[config.mk]
export PLATFORM = sky130hd
export DESIGN_NAME = multiplexer_n_mto1_reg
export DESIGN_NICKNAME = d
export VERILOG_FILES = /design/src/rtl/mux_pkg.sv /design/src/rtl/rr_arbiter_M.sv /design/src/rtl/multiplexer_n_mto1_reg.sv
export SDC_FILE = /design/constraint.sdc
export NUM_CORES = 1
export LEC_CHECK = 0
export ABC_AREA = 1
export BUFFER_PORTS_ARGS = -buffer_cell sky130_fd_sc_hd__buf_4
export CAP_MARGIN = 20
export CORE_ASPECT_RATIO = 0.8
export CORE_MARGIN = 5
export CORE_UTILIZATION = 38
export DETAILED_ROUTE_END_ITERATION = 7
export PLACE_DENSITY = 0.89
export SKIP_CTS_REPAIR_TIMING = 1
export SYNTH_ARGS = -nofsm -noshare
export SYNTH_HDL_FRONTEND = slang
export SYNTH_HIERARCHICAL = 1
export SYNTH_SLANG_ARGS = --single-unit
[constraint.sdc]
create_clock -name clk -period 1.33 [get_ports clk]
set_input_delay 0.133 -clock clk [delete_from_list [all_inputs] [get_ports clk]]
set_output_delay 0.133 -clock clk [all_outputs]
set_load 0.01 [all_outputs]
[src/rtl/mux_pkg.sv]
// Shared constants for the registered M:1 multiplexer and its round-robin arbiter.
package mux_pkg;

    localparam logic MODE_FIXED = 1'b0;
    localparam logic MODE_RR    = ~MODE_FIXED;

    // Reset contents of the output register
    localparam logic        OUT_DATA_RST_BIT = 1'b0;
    localparam int unsigned OUT_CHANNEL_RST  = 0;

endpackage

[src/rtl/rr_arbiter_M.sv]
// Round-robin request arbiter: scans last+1 .. last (mod M) and grants the first active request.
module rr_arbiter_M #(
    parameter int unsigned M     = 4,
    parameter int unsigned SEL_W = $clog2(M)
) (
    input  logic [M-1:0]     req,
    input  logic [SEL_W-1:0] last,
    output logic             grant_valid,
    output logic [SEL_W-1:0] grant_idx
);

    always_comb begin
        int unsigned idx;
        grant_valid = 1'b0;
        grant_idx   = '0;
        idx         = 0;
        for (int unsigned i = 1; i <= M; i++) begin
            idx = (32'(last) + i) % M;
            if (!grant_valid && req[SEL_W'(idx)]) begin
                grant_valid = 1'b1;
                grant_idx   = SEL_W'(idx);
            end
        end
    end

endmodule

[src/rtl/multiplexer_n_mto1_reg.sv]
// Registered M-channel, N-bit multiplexer with valid/ready handshake on every channel.
// Define MUX_RR_EN to compile in round-robin arbitration (mode input); otherwise fixed select only.
module multiplexer_n_mto1_reg
    import mux_pkg::*;
#(
    parameter int unsigned N     = 10,
    parameter int unsigned M     = 4,
    parameter int unsigned SEL_W = $clog2(M)
) (
    input  logic             clk,
    input  logic             rst_n,
    input  logic [M*N-1:0]   in_data,
    input  logic [M-1:0]     in_valid,
    output logic [M-1:0]     in_ready,
    input  logic             mode,
    input  logic [SEL_W-1:0] select,
    output logic [N-1:0]     out_data,
    output logic [SEL_W-1:0] out_channel,
    output logic             out_valid,
    input  logic             out_ready
);

    logic             load_en;
    logic             fix_valid;
    logic             grant_valid;
    logic [SEL_W-1:0] grant_idx;
    logic [N-1:0]     sel_data;

    assign load_en = !out_valid || out_ready;

    // Fixed-mode grant; an out-of-range select matches no channel
    always_comb begin
        fix_valid = 1'b0;
        for (int unsigned k = 0; k < M; k++) begin
            if (select == SEL_W'(k) && in_valid[k]) begin
                fix_valid = 1'b1;
            end
        end
    end

`ifdef MUX_RR_EN
    logic [SEL_W-1:0] last;
    logic             rr_valid;
    logic [SEL_W-1:0] rr_idx;

    rr_arbiter_M #(.M(M), .SEL_W(SEL_W)) u_rr_arbiter (
        .req         (in_valid),
        .last        (last),
        .grant_valid (rr_valid),
        .grant_idx   (rr_idx)
    );

    assign grant_valid = (mode == MODE_RR) ? rr_valid : fix_valid;
    assign grant_idx   = (mode == MODE_RR) ? rr_idx   : select;

    // Last-granted pointer advances on every transfer regardless of mode
    always_ff @(posedge clk or negedge rst_n) begin
        if (!rst_n) begin
            last <= SEL_W'(M - 1);
        end else if (load_en && grant_valid) begin
            last <= grant_idx;
        end
    end
`else
    logic mode_unused;

    assign mode_unused = (mode == MODE_RR);
    assign grant_valid = fix_valid;
    assign grant_idx   = select;
`endif

    always_comb begin
        sel_data = '0;
        for (int unsigned k = 0; k < M; k++) begin
            if (grant_idx == SEL_W'(k)) begin
                sel_data = in_data[k*N +: N];
            end
        end
    end

    // Reset forces the accept strobe low even though the empty output register would allow a load
    always_comb begin
        in_ready = '0;
        if (rst_n && load_en && grant_valid) begin
            in_ready[grant_idx] = 1'b1;
        end
    end

    always_ff @(posedge clk or negedge rst_n) begin
        if (!rst_n) begin
            out_data    <= {N{OUT_DATA_RST_BIT}};
            out_channel <= SEL_W'(OUT_CHANNEL_RST);
            out_valid   <= 1'b0;
        end else if (load_en) begin
            if (grant_valid) begin
                out_data    <= sel_data;
                out_channel <= grant_idx;
                out_valid   <= 1'b1;
            end else begin
                out_valid   <= 1'b0;
            end
        end
    end

endmodule

# After elaboration in Yosys (flattened, before gate mapping)
# Index checks and enable logic that the tools add are counted.
word_totals:
  register_bits: 13
  inputBits: 50
op_classes:
  mux: 12
  eq_ne: 3
  order_cmp: 2
  reduce_logical: 11
ops:
  columns: ["operator", "count"]
  rows:
  - ["two-way mux 10 bit", 4]
  - ["logical AND 1 bit", 7]
  - ["two-way mux 1 bit", 6]
  - ["== test 2 bit, second input constant", 2]
  - ["two-way mux 4 bit", 1]
  - ["< comparator 2 x 3 -> 1 bit, second input constant", 1]
  - ["demux 1 bit (select 2 bit)", 1]
  - ["== test 2 x 1 -> 1 bit, second input constant", 1]
  - [">= comparator 2 x 1 -> 1 bit, second input constant", 1]
  - ["zero test 2 bit", 1]
  - ["AND reduction 2 bit", 1]
  - ["zero test 1 bit", 1]
  - ["logical OR 1 bit", 1]

# Depth between registers and ports, before layout
depth:
  depth_word: 8
  mapped_depth: 7

# Worst setup path after synthesis
# Ideal clock, no wire load.
synth_timing:
  kind: "reg-to-output"
  start: "register out_valid"
  end: "output in_ready[0]"
  slack_ns: 0.116
  stages_incl_launch_ff: 6
  arrival_time_ns: 1.081
  cell_sequence: "dfrtp_1 inv_1 nor2_1 inv_1 nand2_1 nor3b_1"
synth_via:
  elab_chain_len: 5
synth_rtl:
  columns: ["element", "line_no", "source"]
  rows:
  - ["start: declaration", "multiplexer_n_mto1_reg.sv:19", "output logic out_valid,"]
  - ["start signal: assignment", "multiplexer_n_mto1_reg.sv:93", "out_valid <= 1'b0;"]
  - ["start signal: assignment", "multiplexer_n_mto1_reg.sv:98", "out_valid <= 1'b1;"]
  - ["start signal: assignment", "multiplexer_n_mto1_reg.sv:100", "out_valid <= 1'b0;"]
  - ["zero test 1 bit", "multiplexer_n_mto1_reg.sv:29", "assign load_en = !out_valid || out_ready;"]
  - ["logical OR 1 bit", "multiplexer_n_mto1_reg.sv:29", null]
  - ["logical AND 1 bit (2 in series)", "multiplexer_n_mto1_reg.sv:84", "if (rst_n && load_en && grant_valid) begin"]
  - ["two-way mux 4 bit", "multiplexer_n_mto1_reg.sv:84", null]
  - ["end: declaration", "multiplexer_n_mto1_reg.sv:14", "output logic [M-1:0] in_ready,"]
# Every way passes these cells.

# Final worst setup path
layout_timing:
  start: "register out_valid"
  end: "output in_ready[3]"
# Same word-level chain as after synthesis.

==> reports/qor.csv <==
metric;value;unit
outcome;finished with violations;
violations;setup timing;
final.min_clock_period;1410;ps
cpPeakStageDelay;390;ps
synthTopCellsByCount;nand2_1, dfrtp_1, nand4_1;
utilization;68.5;%
clkPwrFrac;18.0;%
worstSetupPathType;register to output port;
syn_inst;131;
yosysSeqAreaShare;38.3;%
ant_nets;0;
max_freq;0.707;GHz
syn-num-nets;181;
power_density;919;mW/mm^2
clk_pin_slew;80;ps
fp-row-count;15;
grt_start_max_net_pins;15;
synth_area_leaders;dfrtp_1, nand2_1, nand4_1;
critPathBufInv;3;
tritoncts;built;
wire_per_inst;13.0;um
cp_max_fo;4;
hold_violations;0;
via_per_inst;4.88;
cp-end-kind;output port;
slew_headroom;61.6;%
setup_slack;-84.1;ps
swShare;33.6;%
power_frac_seq;39.3;%
die_area;0.00328;mm^2
worstPathArrival;1280;ps
cpMostUsedCell;inv_2;
switchingPower;453;uW
required;1200;ps
post-synth-top-area-fraction;38.3;%
die_x;62.8;um
drv_cap;0;
clock_latency;270;ps
start_kind;register;
drive_gt1_share;43.3;%
setup_violations;4;
firstDrtPassIters;4;
post-place-ws;24.5;ps
async_flop_share;100;%
vias;1113;
grt_overflow;0;
layout.nets;254;
grt_pass1_vias;1083;
cts.path.max_buffers;2;
combPwrFrac;42.7;%
finClkSkew;5.20;ps
synth_most_common_cell;nand2_1;
antenna-diode-count;0;
whs;146;ps
drv_slew;0;
intPower;894;uW
vdd_drop_max;0.732;mV
core;0.00214;mm^2
port_buffers;65;
top_level_ports;67;
drt_wl_total;2960;um
syn_area;848;um^2
grt_antenna_before_repair;0;
cp_top_family;flip-flops;
cts_inserted_buffers;3;
gp_congestion;0.837;
grt_use_total;17.0;%
hp-class;input port to register;
tightest_slew;573;ps
rsz0062_at_grt;yes;
cts_root_buf;clkbuf_4;
timing.final.crit_share;106;%
areaGrowthSynthToFinish;72.7;%
synthFlopType;dfrtp_1;
synth_area_leader_cell;dfrtp_1;
htree_levels;1;
drt_iter0_drc;27;
synth_cell_types;15;
drc;0;
grt_first_pass_wirelength;4500;um
dp_hpwl;2360;um
synth_edf_count;0;
path_cells;inv_2 -> nor2_4 -> inv_2 -> nand2_4 -> nor3_2 -> buf_4;
p_leak;0.000798;uW
die_y;52.3;um
initial_core_util;39.6;%
clock_sinks;13;
ys_warn_count;6;
slowest_stage;dfrtp_1;
synth_area_per_cell;6.48;um^2
ys_ff_latch;13;
state kept, by name, summed over array words and instances, names as in the netlist:
signal	flops
out_channel	2
out_data	10
out_valid	1
cell usage in the layout (no fill, tap or decap), drive strengths merged:
| master | count |
|---|---|
| nand4 | 10 |
| o21ai | 1 |
| inv | 6 |
| dfrtp | 13 |
| buf | 71 |
| nand2 | 81 |
| clkinv | 1 |
| nor2 | 6 |
| nand3 | 5 |
| dlygate4sd3 | 1 |
| clkbuf | 4 |
| nor3b | 3 |
| nor3 | 1 |
layout make-up:
cell class / count / area, um^2
Fill cell: 170 / 674
Timing Repair Buffer: 72 / 543
Multi-Input combinational cell: 107 / 513
Sequential cell: 13 / 325
Tap cell: 25 / 31.3
Clock buffer: 4 / 26.3
Inverter: 7 / 26.3
metrics by stage:
step	area [um^2]	total power (uW)	instances	TNS [ps]
floorplan	848	764	131	0
global placement	1360	1060	220	0
detailed placement	1360	1070	220	0
CTS	1390	1310	224	-1040
global route	1470	1430	228	-598
finish	1470	1350	228	-268
path summary, 6_finish.rpt:
kind | to | startpoint | depth (start not counted) | slack (ps)
max | in_ready[3] | out_valid$_DFFE_PN0N_ | 6 | -80
min | out_channel[1]$_DFFE_PN0P_ | select[1] | 3 | 150
max reg2reg | out_data[0]$_DFFE_PN0P_ | out_valid$_DFFE_PN0N_ | 8 | 40
min reg2reg | out_channel[0]$_DFFE_PN0P_ | out_channel[0]$_DFFE_PN0P_ | 2 | 480
max in group asynchronous | out_data[5]$_DFFE_PN0P_ | rst_n | 2 | 540
min in group asynchronous | out_valid$_DFFE_PN0N_ | rst_n | 2 | 410
per-layer routing:
| layer | share of wire [%] | global-route usage [%] |
|---|---|---|
| met5 | 0 | 0 |
| met4 | 0.91 | 4.59 |
| met3 | 10 | 5.58 |
| met2 | 48 | 28.6 |
| met1 | 41 | 21.0 |
power by group through the flow:
stage,combinational [uW],sequential [uW],clock (uW)
3_5_place_dp,539,535,0
4_1_cts,540,527,247
3_3_place_gp,522,537,0
6_report,575,530,243
2_1_floorplan,187,577,0
5_1_grt,627,541,261
worst register-to-register path: stages, from the launching register on:
cell and delay [ps]:
dfrtp_1 370, inv_2 50, nor2_4 110, inv_2 70
buf_4 130, buf_4 130, o21ai_4 140, nand2_1 140
nand2_1 90
logic make-up (layout without fill, tap and decap cells):
logic type             Yosys count  count (layout)  synth area share, %
buffers and inverters           11              83                 6.19
AND/OR/NAND/NOR                106             106                 54.4
AO/OA/AOI/OAI                    1               1                 1.03
flip-flops                      13              13                 38.3
No activity file was read; power rests on OpenSTA's default activity.
